`src/rtl/ocp_mailbox.sv`:
```
// OCP-slave mailbox: DATA writes feed a TX byte FIFO, DATA reads drain an RX byte FIFO, with STATUS/CTRL registers and a level interrupt.
// Latency: SCmdAccept comes WAIT_STATES cycles after a command appears (same cycle when 0); SResp/SData are registered one cycle after accept.
// Backpressure: the master holds a command until it is accepted; the streams use valid/ready, and OCP writes to a full TX FIFO are dropped and flagged.
module ocp_mailbox #(
    parameter int DEPTH_LOG2  = 2,
    parameter int WAIT_STATES = 0
) (
    input  logic        clk,
    input  logic        rst,
    input  logic [31:0] i_MAddr,
    input  logic [2:0]  i_MCmd,
    input  logic [31:0] i_MData,
    input  logic [3:0]  i_MByteEn,
    output logic        o_SCmdAccept,
    output logic [31:0] o_SData,
    output logic [1:0]  o_SResp,
    output logic [7:0]  o_tx_data,
    output logic        o_tx_valid,
    input  logic        i_tx_ready,
    input  logic [7:0]  i_rx_data,
    input  logic        i_rx_valid,
    output logic        o_rx_ready,
    output logic        o_intr
);
    localparam int DEPTH = 1 << DEPTH_LOG2;
    localparam int CW    = DEPTH_LOG2 + 1;

    localparam logic [2:0] CMD_IDLE  = 3'b000;
    localparam logic [2:0] CMD_WRITE = 3'b001;
    localparam logic [2:0] CMD_READ  = 3'b010;
    localparam logic [1:0] RESP_NULL = 2'b00;
    localparam logic [1:0] RESP_DVA  = 2'b01;
    localparam logic [1:0] RESP_ERR  = 2'b11;

    localparam logic [1:0] REG_DATA   = 2'd0;
    localparam logic [1:0] REG_STATUS = 2'd1;
    localparam logic [1:0] REG_CTRL   = 2'd2;

    localparam logic [DEPTH_LOG2-1:0] PTR_ONE = 1;
    localparam logic [CW-1:0]         CNT_FULL = CW'(DEPTH);

    logic [7:0]            tx_mem [DEPTH];
    logic [7:0]            rx_mem [DEPTH];
    logic [DEPTH_LOG2-1:0] tx_wp, tx_rp, rx_wp, rx_rp;
    logic [CW-1:0]         tx_cnt, rx_cnt;
    logic                  tx_full, tx_empty, rx_full, rx_empty;
    logic                  tx_ovf, rx_unf;
    logic [2:0]            ctrl;
    logic [3:0]            wcnt;

    logic        pending, accept, is_wr, is_rd, bad;
    logic [1:0]  reg_sel;
    logic        tx_push_req, tx_push, tx_pop, rx_pop_req, rx_pop, rx_push;
    logic        ovf_set, unf_set, sts_wr, ctrl_wr;
    logic [31:0] status_val, rd_val;

    // Address/data bits outside the decoded fields are intentionally ignored.
    logic unused_ok;
    assign unused_ok = ^{i_MAddr[31:4], i_MAddr[1:0], i_MData[31:8], i_MByteEn[3:1]};

    assign tx_full  = (tx_cnt == CNT_FULL);
    assign tx_empty = (tx_cnt == '0);
    assign rx_full  = (rx_cnt == CNT_FULL);
    assign rx_empty = (rx_cnt == '0);

    assign o_tx_valid = !tx_empty;
    assign o_tx_data  = tx_mem[tx_rp];
    assign o_rx_ready = !rx_full;

    // Accept is combinational so zero wait states means same-cycle accept.
    assign pending      = (i_MCmd != CMD_IDLE);
    assign accept       = pending && (wcnt == 4'd0) && !rst;
    assign o_SCmdAccept = accept;

    assign reg_sel = i_MAddr[3:2];
    assign is_wr   = (i_MCmd == CMD_WRITE);
    assign is_rd   = (i_MCmd == CMD_READ);
    assign bad     = !(is_wr || is_rd) || (reg_sel == 2'd3);

    // Full/empty seen by the OCP side are the pre-edge values, so a same-cycle
    // stream pop/push never rescues an overflowing write or underflowing read.
    assign tx_push_req = accept && is_wr && (reg_sel == REG_DATA) && i_MByteEn[0];
    assign tx_push     = tx_push_req && !tx_full;
    assign ovf_set     = tx_push_req && tx_full;
    assign tx_pop      = o_tx_valid && i_tx_ready;

    assign rx_pop_req = accept && is_rd && (reg_sel == REG_DATA);
    assign rx_pop     = rx_pop_req && !rx_empty;
    assign unf_set    = rx_pop_req && rx_empty;
    assign rx_push    = i_rx_valid && o_rx_ready;

    assign sts_wr  = accept && is_wr && (reg_sel == REG_STATUS) && i_MByteEn[0];
    assign ctrl_wr = accept && is_wr && (reg_sel == REG_CTRL) && i_MByteEn[0];

    assign status_val = {8'd0, 8'(rx_cnt), 8'(tx_cnt), 2'b00, rx_unf, tx_ovf,
                         rx_empty, rx_full, tx_empty, tx_full};

    // Read-data mux for the accepted command; errors return zero.
    always_comb begin
        rd_val = 32'd0;
        if (!bad && is_rd) begin
            case (reg_sel)
                REG_DATA:   rd_val = rx_empty ? 32'd0 : {24'd0, rx_mem[rx_rp]};
                REG_STATUS: rd_val = status_val;
                REG_CTRL:   rd_val = {29'd0, ctrl};
                default:    rd_val = 32'd0;
            endcase
        end
    end

    // Wait-state counter: counts down while a command waits, reloads on accept.
    always_ff @(posedge clk or posedge rst) begin
        if (rst) begin
            wcnt <= 4'(WAIT_STATES);
        end else if (accept) begin
            wcnt <= 4'(WAIT_STATES);
        end else if (pending && wcnt != 4'd0) begin
            wcnt <= wcnt - 4'd1;
        end
    end

    // Registered response: valid exactly the cycle after accept.
    always_ff @(posedge clk or posedge rst) begin
        if (rst) begin
            o_SResp <= RESP_NULL;
            o_SData <= 32'd0;
        end else if (accept) begin
            o_SResp <= bad ? RESP_ERR : RESP_DVA;
            o_SData <= rd_val;
        end else begin
            o_SResp <= RESP_NULL;
            o_SData <= 32'd0;
        end
    end

    // Pointers, counts, sticky flags, CTRL and the interrupt.
    always_ff @(posedge clk or posedge rst) begin
        if (rst) begin
            tx_wp  <= '0;
            tx_rp  <= '0;
            tx_cnt <= '0;
            rx_wp  <= '0;
            rx_rp  <= '0;
            rx_cnt <= '0;
            tx_ovf <= 1'b0;
            rx_unf <= 1'b0;
            ctrl   <= 3'd0;
            o_intr <= 1'b0;
        end else begin
            if (tx_push) tx_wp <= tx_wp + PTR_ONE;
            if (tx_pop)  tx_rp <= tx_rp + PTR_ONE;
            tx_cnt <= tx_cnt + CW'(tx_push) - CW'(tx_pop);
            if (rx_push) rx_wp <= rx_wp + PTR_ONE;
            if (rx_pop)  rx_rp <= rx_rp + PTR_ONE;
            rx_cnt <= rx_cnt + CW'(rx_push) - CW'(rx_pop);
            tx_ovf <= ovf_set || (tx_ovf && !(sts_wr && i_MData[4]));
            rx_unf <= unf_set || (rx_unf && !(sts_wr && i_MData[5]));
            if (ctrl_wr) ctrl <= i_MData[2:0];
            o_intr <= (ctrl[0] && !rx_empty) || (ctrl[1] && tx_empty) ||
                      (ctrl[2] && (tx_ovf || rx_unf));
        end
    end

    // FIFO storage needs no reset; only the pointers define contents.
    always_ff @(posedge clk) begin
        if (tx_push) tx_mem[tx_wp] <= i_MData[7:0];
        if (rx_push) rx_mem[rx_wp] <= i_rx_data;
    end
endmodule
```
`config.mk`:
```
export PLATFORM = sky130hd
export DESIGN_NAME = ocp_mailbox
export DESIGN_NICKNAME = d
export VERILOG_FILES = /design/src/rtl/ocp_mailbox.sv
export SDC_FILE = /design/constraint.sdc
export NUM_CORES = 1
export LEC_CHECK = 0
export CORE_ASPECT_RATIO = 0.5
export CORE_MARGIN = 3
export CORE_UTILIZATION = 40
export CTS_CLUSTER_SIZE = 20
export DETAILED_ROUTE_END_ITERATION = 10
export GPL_TIMING_DRIVEN = 0
export PLACE_DENSITY_LB_ADDON = 0.05
export SLEW_MARGIN = 0
export SYNTH_ARGS = -nofsm -noshare
export SYNTH_HDL_FRONTEND = slang
export SYNTH_SLANG_ARGS = --single-unit
export TNS_END_PERCENT = 20
```
`constraint.sdc`:
```
create_clock -name clk -period 3.32 [get_ports clk]
set_clock_uncertainty 0.05 [all_clocks]
set_input_delay 0.664 -clock clk [delete_from_list [all_inputs] [get_ports clk]]
set_output_delay 0.664 -clock clk [all_outputs]
set_load 0.005 [all_outputs]
```
==> metrics.txt <==
# TYPE chip_impl_metric gauge
chip_impl_metric{name="synthesis_to_finish_area_growth",unit="%"} 24.6
chip_impl_metric{name="fin_ws",unit="ps"} 135
chip_impl_metric{name="coreArea",unit="sq um"} 10500
chip_impl_metric{name="clk-insertion-delay-late",unit="ps"} 340
chip_impl_metric{name="postSynthCellCount",unit=""} 281
chip_impl_metric{name="cts.path.max_buffers",unit=""} 2
chip_impl_metric{name="layout_worst_path_cycle_share",unit="%"} 95.9
chip_impl_metric{name="grt_max_degree",unit=""} 41
chip_impl_metric{name="cts_buffer_count",unit=""} 9
chip_impl_metric{name="drt_pre_antenna_iters",unit=""} 4
chip_impl_metric{name="gp_congestion",unit=""} 0.802
chip_impl_metric{name="max_slew.worst_pin.slew",unit="ps"} 857
chip_impl_metric{name="final-max-slew-violation-count",unit=""} 0
chip_impl_metric{name="syn-cell-area",unit="sq um"} 4450
chip_impl_metric{name="design_area",unit="sq um"} 5540
chip_impl_info{name="ys_top_cells_by_count",value="sky130_fd_sc_hd__edfxtp_1 (64), sky130_fd_sc_hd__dfrtp_1 (40), sky130_fd_sc_hd__inv_1 (25)"} 1
chip_impl_metric{name="layout_cells_sized_above_1",unit="%"} 19.7
chip_impl_metric{name="port-buffer-count",unit=""} 52
chip_impl_metric{name="cts.clk_slew.worst_paths",unit="ps"} 60
chip_impl_metric{name="setup_viol",unit=""} 0
chip_impl_info{name="end_kind",value="register"} 1
chip_impl_metric{name="grt_first_pass_wirelength",unit="mm"} 13.2
chip_impl_metric{name="total_leakage_power",unit="nW"} 2.21
chip_impl_metric{name="yosys_warnings",unit=""} 0
chip_impl_metric{name="pin_count",unit=""} 129
chip_impl_info{name="outcome",value="completed"} 1
chip_impl_metric{name="layout_min_cycle_time",unit="ps"} 3180
chip_impl_metric{name="postCtsHoldBufs",unit=""} 0
chip_impl_info{name="timing.critical_path.from",value="rst"} 1
chip_impl_metric{name="dieArea",unit="sq um"} 12500
chip_impl_metric{name="vias_per_cell",unit=""} 4.74
chip_impl_metric{name="clkSinkCount",unit=""} 104
chip_impl_metric{name="floorplan.die.width",unit="um"} 155
chip_impl_metric{name="post_synth_num_cell_types",unit=""} 43
chip_impl_info{name="reg2reg_from",value="wcnt[0]"} 1
chip_impl_metric{name="timing.critical_path.buf_inv",unit=""} 4
chip_impl_metric{name="groute.usage.overall",unit="%"} 14.1
chip_impl_metric{name="relSlewSlack",unit="%"} 42.8
chip_impl_info{name="crit_path_start_kind",value="input port"} 1
chip_impl_info{name="grt_setup_unrepaired",value="false"} 1
chip_impl_metric{name="setup_slack_of_the_worst_register_to_register_path",unit="ps"} 260
chip_impl_metric{name="detail-route-antenna-nets",unit=""} 0
chip_impl_metric{name="hold_viol",unit=""} 0
chip_impl_metric{name="num_vias",unit=""} 2418
chip_impl_metric{name="timing.critical_path.fanout_max",unit=""} 4
chip_impl_metric{name="finalNetCount",unit=""} 463
chip_impl_metric{name="p_total",unit="mW"} 3.67
chip_impl_info{name="critPathMostFrequentCell",value="sky130_fd_sc_hd__inv_1"} 1
chip_impl_info{name="tritoncts",value="yes"} 1
chip_impl_metric{name="synth_edf_count",unit=""} 64
chip_impl_metric{name="detailedPlacementHpwl",unit="mm"} 5.84
chip_impl_metric{name="grt-ovfl-total",unit=""} 0
chip_impl_metric{name="dpl_worst_slack",unit="ps"} -497
chip_impl_metric{name="grt_antenna_before_repair",unit=""} 0
chip_impl_info{name="library_cell_occupying_the_most_area_in_the_post_synthesis_netlist",value="sky130_fd_sc_hd__edfxtp_1"} 1
chip_impl_metric{name="worstPathRequired",unit="ps"} 3490
chip_impl_metric{name="wl",unit="mm"} 8.27
chip_impl_metric{name="synth.avg_cell_area",unit="sq um"} 15.8
chip_impl_metric{name="first_global_vias",unit=""} 2474
chip_impl_metric{name="diode_count",unit=""} 0
chip_impl_metric{name="synth_sequential_area_ratio",unit="%"} 65.7
chip_impl_metric{name="synth_largest_type_area_fraction",unit="%"} 43.2
chip_impl_info{name="hold_path_class",value="reg2reg"} 1
chip_impl_metric{name="initial_utilization",unit="%"} 42.3
chip_impl_metric{name="vdd_drop_max",unit="mV"} 0.300
chip_impl_info{name="synth_top_cells_by_area",value="sky130_fd_sc_hd__edfxtp_1 (43%), sky130_fd_sc_hd__dfrtp_1 (23%), sky130_fd_sc_hd__mux4_2 (8.1%), sky130_fd_sc_hd__ha_1 (3.7%), sky130_fd_sc_hd__buf_4 (3.0%)"} 1
chip_impl_metric{name="post_dp_cell_area",unit="sq um"} 5210
chip_impl_metric{name="power.density",unit="nW/um^2"} 663
chip_impl_info{name="timing.critical_path.max_delay_family",value="simple AND/OR/NAND/NOR gates"} 1
chip_impl_metric{name="cts.htree.levels",unit=""} 3
chip_impl_metric{name="std_cell_rows",unit=""} 26
chip_impl_metric{name="async_flop_share",unit="%"} 38.5
chip_impl_metric{name="dr.first_iter.drc_count",unit=""} 104
chip_impl_metric{name="arrival",unit="ps"} 3360
chip_impl_info{name="timing.critical_path.cells",value="clkdlybuf4s50_1 -> or4b_4 -> nor4b_4 -> inv_1 -> ha_1 -> inv_1 -> ha_1 -> inv_1 -> fa_1 -> xnor2_2 -> xnor2_1"} 1
chip_impl_metric{name="detail_route.drc_violations",unit=""} 0
chip_impl_info{name="synth.most_common_cell",value="sky130_fd_sc_hd__edfxtp_1"} 1
chip_impl_metric{name="synth.ff_latch_count",unit=""} 104
chip_impl_info{name="hold_path_startpoint",value="tx_cnt[2]"} 1
chip_impl_metric{name="chip_height",unit="um"} 80.6
chip_impl_info{name="path_class",value="in2reg"} 1
chip_impl_info{name="clock_tree.root_cell",value="sky130_fd_sc_hd__clkbuf_16"} 1
chip_impl_metric{name="utilization",unit="%"} 52.7
chip_impl_info{name="dominantRegCellSynth",value="sky130_fd_sc_hd__edfxtp_1"} 1
chip_impl_metric{name="max-cap-violations",unit=""} 0
chip_impl_metric{name="max_clock_freq",unit="MHz"} 314
chip_impl_info{name="slowest_stage",value="sky130_fd_sc_hd__or4b_4"} 1
chip_impl_metric{name="critical-path-max-stage-delay",unit="ps"} 600
chip_impl_metric{name="routed_wire_length_per_instance",unit="um"} 16.2
## logic make-up after synthesis
| logic type | share of synthesized area, % |
|---|---|
| AOI/OAI and AO/OA | 3.60 |
| xor gates and xnor gates | 1.97 |
| adders and majority gates | 4.56 |
| buffers and inverters | 5.88 |
| DFF | 65.7 |
| muxes | 9.93 |
| other | 0.0843 |
| and+or+nand+nor | 8.27 |
## what timing repair did
item,CTS,global route
endpoints found under the setup margin,1,2
setup buffers,1,3
resized for setup,0,6
cloned,0,0
pin swaps,1,1
## registers in the layout (all words and copies together), names as in the netlist, 2 cells and up
register and count:
rx_mem 32, tx_mem 32, o_SData 14, wcnt 4, ctrl 3, rx_cnt 3, tx_cnt 3, o_SResp 2
rx_rp 2, rx_wp 2, tx_rp 2, tx_wp 2
## final timing paths
check	cells after the start	to
hold / removal	1	tx_cnt[2]
hold reg to reg	1	tx_cnt[2]
max in group asynchronous	2	o_intr
setup reg to reg	12	tx_cnt[2]
min in group asynchronous	2	wcnt[1]
setup / recovery	11	tx_cnt[2]
## worst reg2reg max path, stage by stage, from the launching register on
cell and delay, ps:
sky130_fd_sc_hd__dfrtp_1 380, sky130_fd_sc_hd__inv_1 90, sky130_fd_sc_hd__ha_1 300, sky130_fd_sc_hd__or4b_4 550, sky130_fd_sc_hd__nor4b_4 280, sky130_fd_sc_hd__inv_1 70
sky130_fd_sc_hd__ha_1 290, sky130_fd_sc_hd__inv_1 60, sky130_fd_sc_hd__ha_1 130, sky130_fd_sc_hd__inv_1 50, sky130_fd_sc_hd__fa_1 410, sky130_fd_sc_hd__xnor2_2 160
sky130_fd_sc_hd__xnor2_1 130
## per-stage QoR
stage | instances | hold WS (ps) | setup TNS (ps)
2_1_floorplan | 298 | 423 | 0
3_3_place_gp | 490 | 454 | -949
3_5_place_dp | 490 | 468 | -1280
4_1_cts | 507 | 481 | 0
5_1_grt | 510 | 515 | 0
6_report | 510 | 476 | 0
## routing by layer
layer | up-vias | share of wire, % | track usage [%]
met5 | - | 0 | 0
met4 | 0 | 0.96 | 3.70
met3 | 10 | 4.9 | 4.36
met2 | 57 | 50 | 24.2
met1 | 1183 | 44 | 17.6
li1 | 1168 | - | -
## layout make-up
type,instances,area [sq um]
sequential,104,2920
tap,140,175
fill,882,4970
clock buffer,9,225
clock inverter,7,55.1
timing repair buffer,56,558
multi-input combinational,143,1340
inverter,25,93.8
buffer,26,168
## cell usage in the layout, fill, tap and decap left out, types with 7 or more instances in the layout
cell and instances:
sky130_fd_sc_hd__and3_1 7, sky130_fd_sc_hd__buf_4 22, sky130_fd_sc_hd__clkbuf_16 9, sky130_fd_sc_hd__clkdlybuf4s50_1 49, sky130_fd_sc_hd__conb_1 18, sky130_fd_sc_hd__dfrtp_1 40
sky130_fd_sc_hd__edfxtp_1 64, sky130_fd_sc_hd__ha_1 13, sky130_fd_sc_hd__inv_1 24, sky130_fd_sc_hd__mux4_2 16, sky130_fd_sc_hd__xnor2_1 8
## power by group
| group | switching [mW] | internal [mW] | total, mW |
|---|---|---|---|
| sequential | 0.122 | 1.58 | 1.70 |
| combinational | 0.459 | 0.526 | 0.984 |
| clock | 0.475 | 0.515 | 0.990 |
| total | 1.06 | 2.62 | 3.67 |
(Power assumes the default switching activity.)
